File: src/rtl/npc_predictor_pkg.sv
// -----------------------------------------------------------------------------
// npc_predictor_pkg
// Shared definitions for the next-PC predictor slice:
//   - MIPS opcode / funct encodings of the control-transfer instructions
//   - default reset PC
//   - 2-bit direction counter encodings and saturating helpers
//   - control-transfer kind decoded from opcode/funct
// -----------------------------------------------------------------------------
package npc_predictor_pkg;

    localparam logic [31:0] RESET_PC_DEF = 32'h0000_3000;

    // Opcodes
    localparam logic [5:0] OP_R   = 6'b000000;
    localparam logic [5:0] OP_J   = 6'b000010;
    localparam logic [5:0] OP_JAL = 6'b000011;
    localparam logic [5:0] OP_BEQ = 6'b000100;
    localparam logic [5:0] OP_BNE = 6'b000101;

    // R-type funct codes
    localparam logic [5:0] FN_JR   = 6'b001000;
    localparam logic [5:0] FN_JALR = 6'b001001;

    // Direction counter encodings; bit 1 set means "predict taken"
    typedef enum logic [1:0] {
        CTR_SNT = 2'b00,
        CTR_WNT = 2'b01,
        CTR_WT  = 2'b10,
        CTR_ST  = 2'b11
    } ctr_t;

    // Control-transfer kind seen in D
    typedef enum logic [2:0] {
        CT_NONE = 3'd0,
        CT_BEQ  = 3'd1,
        CT_BNE  = 3'd2,
        CT_J    = 3'd3,   // J / JAL: pseudo-direct target
        CT_JR   = 3'd4    // JR / JALR: register target
    } ctl_kind_t;

    function automatic logic [1:0] ctr_inc(input logic [1:0] c);
        return (c == CTR_ST) ? c : c + 2'd1;
    endfunction

    function automatic logic [1:0] ctr_dec(input logic [1:0] c);
        return (c == CTR_SNT) ? c : c - 2'd1;
    endfunction

    function automatic ctl_kind_t decode_ctl(input logic [5:0] op, input logic [5:0] funct);
        ctl_kind_t k;
        k = CT_NONE;
        case (op)
            OP_BEQ:        k = CT_BEQ;
            OP_BNE:        k = CT_BNE;
            OP_J, OP_JAL:  k = CT_J;
            OP_R: begin
                if (funct == FN_JR || funct == FN_JALR) k = CT_JR;
            end
            default:       k = CT_NONE;
        endcase
        return k;
    endfunction

endpackage

File: src/rtl/npc_btb.sv
// -----------------------------------------------------------------------------
// npc_btb
// Direct-mapped branch target buffer, ENTRIES deep.
// Each entry: valid, tag, 32-bit target, jump flag, 2-bit direction counter.
//
// Ports:
//   clk, reset      clock, synchronous active-low reset (clears valid bits,
//                   loads every counter with CTR_INIT)
//   rd_idx          asynchronous read index (fetch PC)
//   rd_valid/tag/target/jump/ctr   entry contents at rd_idx
//   wr_en           resolve a control transfer into the table this edge
//   wr_idx, wr_tag  entry selected by the resolved instruction's PC
//   wr_target       resolved target
//   wr_jump         instruction is an unconditional jump
//   wr_taken        resolved direction
//
// The write port is read-modify-write on the counter: taken allocates or
// strengthens the entry, not-taken weakens it only when the tag matches.
// Reads see the contents before this edge's write.
// -----------------------------------------------------------------------------
module npc_btb
    import npc_predictor_pkg::*;
#(
    parameter int         ENTRIES  = 16,
    parameter int         IDX      = $clog2(ENTRIES),
    parameter int         TAGW     = 30 - IDX,
    parameter logic [1:0] CTR_INIT = CTR_WNT
) (
    input  logic            clk,
    input  logic            reset,
    input  logic [IDX-1:0]  rd_idx,
    output logic            rd_valid,
    output logic [TAGW-1:0] rd_tag,
    output logic [31:0]     rd_target,
    output logic            rd_jump,
    output logic [1:0]      rd_ctr,
    input  logic            wr_en,
    input  logic [IDX-1:0]  wr_idx,
    input  logic [TAGW-1:0] wr_tag,
    input  logic [31:0]     wr_target,
    input  logic            wr_jump,
    input  logic            wr_taken
);

    logic            valid  [ENTRIES];
    logic [TAGW-1:0] tag    [ENTRIES];
    logic [31:0]     target [ENTRIES];
    logic            jump   [ENTRIES];
    logic [1:0]      ctr    [ENTRIES];

    logic wr_hit;

    assign rd_valid  = valid[rd_idx];
    assign rd_tag    = tag[rd_idx];
    assign rd_target = target[rd_idx];
    assign rd_jump   = jump[rd_idx];
    assign rd_ctr    = ctr[rd_idx];

    assign wr_hit = valid[wr_idx] && (tag[wr_idx] == wr_tag);

    // Valid bits and counters: reset, then RMW on resolved transfers
    always_ff @(posedge clk) begin
        if (!reset) begin
            for (int i = 0; i < ENTRIES; i++) begin
                valid[i] <= 1'b0;
                ctr[i]   <= CTR_INIT;
            end
        end else if (wr_en) begin
            if (wr_taken) begin
                valid[wr_idx] <= 1'b1;
                // A fresh allocation starts weakly taken
                ctr[wr_idx]   <= wr_hit ? ctr_inc(ctr[wr_idx]) : CTR_WT;
            end else if (wr_hit) begin
                ctr[wr_idx]   <= ctr_dec(ctr[wr_idx]);
            end
        end
    end

    // Payload needs no reset: it is ignored while valid is low
    always_ff @(posedge clk) begin
        if (reset && wr_en && wr_taken) begin
            tag[wr_idx]    <= wr_tag;
            target[wr_idx] <= wr_target;
            jump[wr_idx]   <= wr_jump;
        end
    end

endmodule

File: src/rtl/npc_predictor.sv
// -----------------------------------------------------------------------------
// npc_predictor
// Next-PC generation for a two-stage F/D front end with BTB prediction and
// D-stage resolution of BEQ/BNE/J/JAL/JR/JALR.
//
// Ports:
//   clk, reset   rising-edge clock, synchronous active-low reset
//   stall        freeze F and D; all state holds
//   d_valid, d_op, d_funct, d_pc, d_offset, d_dst, d_regdst,
//   d_equal, d_nequal            D-stage instruction and operand compare
//   pc_f         current fetch PC
//   link         return address for JAL/JALR
//   flush_d      instruction in F must not be latched into D
//   redirect     D-resolved next PC overrides the prediction this cycle
//   n_branch     resolved control transfers (saturating)
//   n_mispred    mispredictions (saturating)
//
// Handshake: there is no valid/ready pair here. d_valid qualifies the D
// inputs in the same cycle; stall is a global hold that blocks every state
// update, so a transfer is resolved exactly once, on its first unstalled edge.
//
// DELAY_SLOT=0: F looks up the BTB; the prediction rides along in the F->D
// register and is compared with the resolved next PC in D.
// DELAY_SLOT=1: fetch is always sequential; a control transfer in D simply
// loads its resolved next PC (the delay slot is already in F).
// -----------------------------------------------------------------------------
module npc_predictor
    import npc_predictor_pkg::*;
#(
    parameter int          ENTRIES    = 16,
    parameter logic [31:0] RESET_PC   = RESET_PC_DEF,
    parameter logic [1:0]  CTR_INIT   = CTR_WNT,
    parameter bit          DELAY_SLOT = 1'b0
) (
    input  logic        clk,
    input  logic        reset,
    input  logic        stall,
    input  logic        d_valid,
    input  logic [5:0]  d_op,
    input  logic [5:0]  d_funct,
    input  logic [31:0] d_pc,
    input  logic [15:0] d_offset,
    input  logic [25:0] d_dst,
    input  logic [31:0] d_regdst,
    input  logic        d_equal,
    input  logic        d_nequal,
    output logic [31:0] pc_f,
    output logic [31:0] link,
    output logic        flush_d,
    output logic        redirect,
    output logic [31:0] n_branch,
    output logic [31:0] n_mispred
);

    localparam int          IDX      = $clog2(ENTRIES);
    localparam int          TAGW     = 30 - IDX;
    localparam logic [31:0] SEQ_STEP = DELAY_SLOT ? 32'd8 : 32'd4;

    // ---------------- D-stage resolution ----------------
    ctl_kind_t   kind;
    logic        is_ctl;
    logic        is_jump;
    logic        taken;
    logic [31:0] target;
    logic [31:0] br_target;
    logic [31:0] j_target;
    logic [31:0] actual_np;
    logic        resolved;

    assign kind      = decode_ctl(d_op, d_funct);
    assign is_ctl    = (kind != CT_NONE);
    assign is_jump   = (kind == CT_J) || (kind == CT_JR);
    assign br_target = d_pc + 32'd4 + {{14{d_offset[15]}}, d_offset, 2'b00};
    assign j_target  = {d_pc[31:28], d_dst, 2'b00};

    always_comb begin
        taken  = 1'b0;
        target = br_target;
        case (kind)
            CT_BEQ:  taken = d_equal;
            CT_BNE:  taken = d_nequal;
            CT_J: begin
                taken  = 1'b1;
                target = j_target;
            end
            CT_JR: begin
                taken  = 1'b1;
                target = d_regdst;
            end
            default: taken = 1'b0;
        endcase
    end

    assign actual_np = taken ? target : d_pc + SEQ_STEP;
    assign link      = d_pc + SEQ_STEP;
    assign resolved  = reset && !stall && d_valid && is_ctl;

    // ---------------- F-stage prediction ----------------
    logic            rd_valid;
    logic [TAGW-1:0] rd_tag;
    logic [31:0]     rd_target;
    logic            rd_jump;
    logic [1:0]      rd_ctr;
    logic            f_hit;
    logic            f_taken;
    logic [31:0]     pred_np;

    assign f_hit   = rd_valid && (rd_tag == pc_f[31:IDX+2]);
    assign f_taken = !DELAY_SLOT && f_hit && (rd_jump || rd_ctr[1]);
    assign pred_np = f_taken ? rd_target : pc_f + 32'd4;

    // ---------------- F->D prediction register ----------------
    logic [31:0] fd_pred_np;
    logic        fd_pred_taken;
    logic        fd_taken_unused;

    // The direction bit travels with the instruction for D-side consumers;
    // the redirect decision itself only needs the predicted address.
    assign fd_taken_unused = fd_pred_taken;

    logic mispred;

    // In delay-slot mode sequential fetch is the implicit prediction, so only
    // a taken transfer departs from it.
    assign mispred  = resolved && (DELAY_SLOT ? taken : (actual_np != fd_pred_np));
    assign redirect = DELAY_SLOT ? (resolved && taken) : mispred;
    assign flush_d  = !DELAY_SLOT && mispred;

    always_ff @(posedge clk) begin
        if (!reset) begin
            pc_f          <= RESET_PC;
            fd_pred_np    <= '0;
            fd_pred_taken <= 1'b0;
            n_branch      <= '0;
            n_mispred     <= '0;
        end else if (!stall) begin
            if (DELAY_SLOT ? resolved : mispred) pc_f <= actual_np;
            else                                 pc_f <= pred_np;

            if (flush_d) begin
                fd_pred_np    <= '0;
                fd_pred_taken <= 1'b0;
            end else begin
                fd_pred_np    <= pred_np;
                fd_pred_taken <= f_taken;
            end

            if (resolved && (n_branch != 32'hFFFF_FFFF))  n_branch  <= n_branch + 32'd1;
            if (mispred  && (n_mispred != 32'hFFFF_FFFF)) n_mispred <= n_mispred + 32'd1;
        end
    end

    // ---------------- BTB ----------------
    npc_btb #(
        .ENTRIES  (ENTRIES),
        .IDX      (IDX),
        .TAGW     (TAGW),
        .CTR_INIT (CTR_INIT)
    ) u_btb (
        .clk       (clk),
        .reset     (reset),
        .rd_idx    (pc_f[IDX+1:2]),
        .rd_valid  (rd_valid),
        .rd_tag    (rd_tag),
        .rd_target (rd_target),
        .rd_jump   (rd_jump),
        .rd_ctr    (rd_ctr),
        .wr_en     (resolved && !DELAY_SLOT),
        .wr_idx    (d_pc[IDX+1:2]),
        .wr_tag    (d_pc[31:IDX+2]),
        .wr_target (target),
        .wr_jump   (is_jump),
        .wr_taken  (taken)
    );

endmodule

File: config.mk
export PLATFORM = sky130hd
export DESIGN_NAME = npc_predictor
export DESIGN_NICKNAME = d
export VERILOG_FILES = /design/src/rtl/npc_predictor_pkg.sv /design/src/rtl/npc_btb.sv /design/src/rtl/npc_predictor.sv
export SDC_FILE = /design/constraint.sdc
export NUM_CORES = 1
export LEC_CHECK = 0
export CAP_MARGIN = 30
export CORE_UTILIZATION = 41
export DETAILED_ROUTE_END_ITERATION = 7
export GPL_TIMING_DRIVEN = 0
export PLACE_DENSITY = 0.6
export SLEW_MARGIN = 0
export SYNTH_ARGS = -nofsm -noshare
export SYNTH_HDL_FRONTEND = slang
export SYNTH_SLANG_ARGS = --single-unit
File: constraint.sdc
create_clock -name clk -period 27.4 [get_ports clk]
set_input_delay 6.85 -clock clk [delete_from_list [all_inputs] [get_ports clk]]
set_output_delay 6.85 -clock clk [all_outputs]
set_load 0.005 [all_outputs]
==> results of run 1 <==
flip-flops by register name, summed over array words and instances, names as in the netlist, named ones only:
register	flops
u_btb.target	512
u_btb.tag	416
u_btb.jump	16
n_mispred	32
u_btb.ctr	32
n_branch	32
pc_f	32
fd_pred_np	32
u_btb.valid	16
layer usage:
layer | GRT usage [%] | up-vias | routed length, microns | part of all wire (%)
li1 | - | 15128 | - | -
met1 | 40.9 | 19337 | 78000 | 39
met2 | 47.7 | 2387 | 92400 | 46
met3 | 7.11 | 427 | 21900 | 11
met4 | 11.4 | 8 | 8830 | 4.4
met5 | 0 | - | 55 | 0.027
through the flow:
step | worst slack [ns] | instance area (sq um)
2_1_floorplan | 8.83 | 53300
3_3_place_gp | 4.15 | 58000
3_5_place_dp | 5.34 | 60400
6_report | 5.09 | 64300
4_1_cts | 5.32 | 64200
5_1_grt | 5.07 | 64300
worst paths after layout:
path / slack, ns / cells after the start / endpoint / startpoint
worst max register to register: 21.32 / 15 / pc_f[5] / flip-flop
worst max-delay path: 5.09 / 21 / flush_d / d_pc[2]
worst min-delay path: 0.48 / 2 / n_mispred[23] / n_mispred[23]
worst min register to register: 0.48 / 2 / n_mispred[23] / n_mispred[23]
report_power, final:
part           total, mW  switching, mW  leakage, nW  internal [mW]
combinational      0.510          0.319         8.56          0.191
sequential          1.93         0.0179         10.0           1.91
clock               1.63          0.699         1.88          0.927
total               4.06           1.04         20.5           3.03
layout make-up:
class                           instances  area, sq um
Antenna cell                            4         10.0
Buffer                                235          993
Clock buffer                          122         2860
Clock inverter                         93          982
Fill cell                           10829        64100
Inverter                               41          154
Multi-Input combinational cell       2112        20000
Sequential cell                      1124        32300
Tap cell                             1729         2160
Timing Repair Buffer                  402         4800
cells by family after synthesis:
logic type | share of synthesized area (%)
buf+inv | 2.15
mux | 18.8
flops | 60.5
compound gates | 6.51
simple gates | 8.26
xor+xnor | 2.87
fa+ha+maj | 0.924
worst max-delay path, stage by stage:
cell and delay (ns):
sky130_fd_sc_hd__clkdlybuf4s50_1 0.59, sky130_fd_sc_hd__clkbuf_1 0.46, sky130_fd_sc_hd__buf_2 0.48, sky130_fd_sc_hd__buf_1 0.56, sky130_fd_sc_hd__buf_1 0.40, sky130_fd_sc_hd__inv_1 0.37
sky130_fd_sc_hd__ha_1 0.82, sky130_fd_sc_hd__fa_1 0.55, sky130_fd_sc_hd__or4_1 0.48, sky130_fd_sc_hd__a221oi_1 0.90, sky130_fd_sc_hd__o21bai_1 0.25, sky130_fd_sc_hd__o221ai_1 0.16
sky130_fd_sc_hd__nor4_1 0.37, sky130_fd_sc_hd__nand4_1 0.20, sky130_fd_sc_hd__nor4_1 0.32, sky130_fd_sc_hd__and4_1 0.30, sky130_fd_sc_hd__nand3_1 0.16, sky130_fd_sc_hd__nand2_2 0.26
sky130_fd_sc_hd__inv_2 0.06, sky130_fd_sc_hd__buf_2 0.21, sky130_fd_sc_hd__clkdlybuf4s50_1 0.69
cell usage in the layout (no fill, tap or decap), drive strengths merged, types with 47 or more instances in the layout:
| cell type | instances |
|---|---|
| and3 | 56 |
| nor2 | 199 |
| mux2i | 119 |
| xor2 | 50 |
| mux4 | 390 |
| edfxtp | 976 |
| nand3 | 74 |
| nand2 | 229 |
| clkbuf | 251 |
| xnor2 | 122 |
| and2 | 47 |
| o21ai | 143 |
| clkdlybuf4s50 | 248 |
| clkinv | 63 |
| dfxtp | 148 |
| buf | 260 |
| a21oi | 127 |
==> summary by stage, run 1 <==
Status
The flow ran to the end, and the final reports show no timing, DRC or antenna violations.

Clock tree
In this run the number of H-tree levels came out at 3. The clock buffer count from CTS is 113. Hold repair after CTS inserted 0 buffers. The root buffer selected by CTS is sky130_fd_sc_hd__clkbuf_16. TritonCTS built the clock tree.

The buffer depth of the longest clock path is 3. The sink count of the clock tree is 1,124. The clock insertion delay at the later pin of the skew report is 0.77 ns. The total setup buffers inserted after CTS is 0. Clock-pin slew was measured on the worst setup and hold paths at 0.07 ns. In this run, post-CTS repair resized a total of 0 instances.

Route
The routed wirelength normalized by instance count is 34.3 microns. The antenna violation net count after detailed routing is 0. For this run, design rule violations remaining after detail routing come to 0.

After detailed routing, the number of vias per cell comes to 6.36. The routed via count is 37,287. The initial DRC count is 5,485. The total routed wirelength is 201,000 microns. The length of the first detailed-routing pass in iterations is 8.

Floorplan
The total area inside the core boundary comes to 128,000 sq um. The area enclosed by the die boundary is 132,000 sq um. The initialized floorplan defines 131 standard-cell rows. The initial utilization of the core area, before any placement, comes to 41.6%. In this run the horizontal extent of the chip is 363 microns. The die height is 363 microns. The top-level I/O count is 254.

Power
For this design the static power due to leakage is 20.5 nW. The power density of the placed cells is 63.2 nW/um^2. The power after layout is 4.06 mW. The maximum ir drop on the vdd rail is 0.0000512 V.

Global routing
The first global-routing pass estimated 279,000 microns of wire. For this run the aggregate overflow at the end of global routing stands at 0. The initial antenna violation count is 19. Entering global routing, the biggest net connects 36 pins.

Global routing used 30.3% of the available tracks across all layers. The number of global-route vias before repair is 36,030.

Layout
The final cell count without fillers is 5,862. The ratio of cells with drive above 1 in the final layout is 20.3%. From synthesis to final layout, the design area changed by 20.5%. The net count of the finished layout is 4,191. At the end of the flow the core is filled with cells to 50.1%.

Synth
After synthesis, the cell types taking the most area are sky130_fd_sc_hd__edfxtp_1 55%, sky130_fd_sc_hd__mux4_2 16%, sky130_fd_sc_hd__dfxtp_1 5.6%, sky130_fd_sc_hd__mux2i_1 2.2%, sky130_fd_sc_hd__xnor2_1 2.0%. After synthesis, the most frequently instantiated cells are 976 x sky130_fd_sc_hd__edfxtp_1, 390 x sky130_fd_sc_hd__mux4_2, 228 x sky130_fd_sc_hd__nand2_1, 198 x sky130_fd_sc_hd__nor2_1, 148 x sky130_fd_sc_hd__dfxtp_1. Yosys printed 0 warnings. Among all flip-flop cells after synthesis, the most frequent one is sky130_fd_sc_hd__edfxtp_1. The average size of a mapped cell is 15.2 sq um. The leading cell type by number of instances after synthesis is sky130_fd_sc_hd__edfxtp_1. The area of the mapped netlist is 53,300 sq um. The portion of synthesized cell area occupied by the leading cell type is 55.0%. Yosys mapped the design onto 100 distinct sky130hd cell types. Yosys mapped a number of flops with a built-in enable equal to 976.

The net count after synthesis is 3,674. The sequential cell area fraction in the yosys report is 60.5%. After technology mapping, the gate count stands at 3,512.

The synthesis-stage register bit count is 1,124. The synthesized design spends more area on one cell type than any other, namely sky130_fd_sc_hd__edfxtp_1. The share of synthesized flip-flops with an asynchronous set or reset is 0%.

Placement
The count of input and output buffers is 248. Including well taps, the total number of placed cells is 5,638. The congestion estimate from routability-driven global placement came to 0.985. Detailed placement finished with a half-perimeter wire length of 148,000 microns.

Timing
The total count of max-transition violations in the final report came to 0. The post-route setup TNS is 0 ns. Setup repair after global routing left no endpoint under its margin. The worst hold-check slack is 0.484 ns. Based on the critical path, the design can be clocked at up to 0.0448 GHz. Setup violations remaining at the end of the flow were counted as 0. At the pin with the least slew margin, the transition time is 1.17 ns.

The final-report hold violation count is 0. The worst path needs 22.31 ns of the cycle, external delays included. On the final layout, the worst clock skew is 0.0329 ns. Measured against its own limit, the worst slew margin works out to 21.5%. The share of the cycle needed by the critical path after routing is 81.4%.

Setup path
For the worst setup path, the data required time is 20.55 ns. The worst setup path is launched from an input pin. The worst endpoint data arrival time is 15.46 ns.

The critical setup path kind is input pin to primary output. The capturing element type of the critical path is a primary output. The biggest fanout along the worst timing path is 11.

Min path
The min-delay analysis places its worst path in the category flip-flop to flip-flop.

Run
The tool flagged a number of max-cap violations equal to 0.
Note: power is estimated with default switching activity, not from simulation.
==> inputs of run 2 (changes only) <==
- clock period: 27.4 -> 22.9 ns (I/O delays scaled with it)
==> results of run 2 <==
Same layout as run 1 (identical final DEF). Status: finished, final reports clean.
Main changes from that run: setup slack after placement 5.34 ns -> 3.09 ns; setup slack after layout 5.09 ns -> 2.84 ns; register-to-register setup slack 21.32 ns -> 16.82 ns; total power 4.06 mW -> 4.86 mW; worst IR drop on VDD 0.0000512 V -> 0.0000613 V
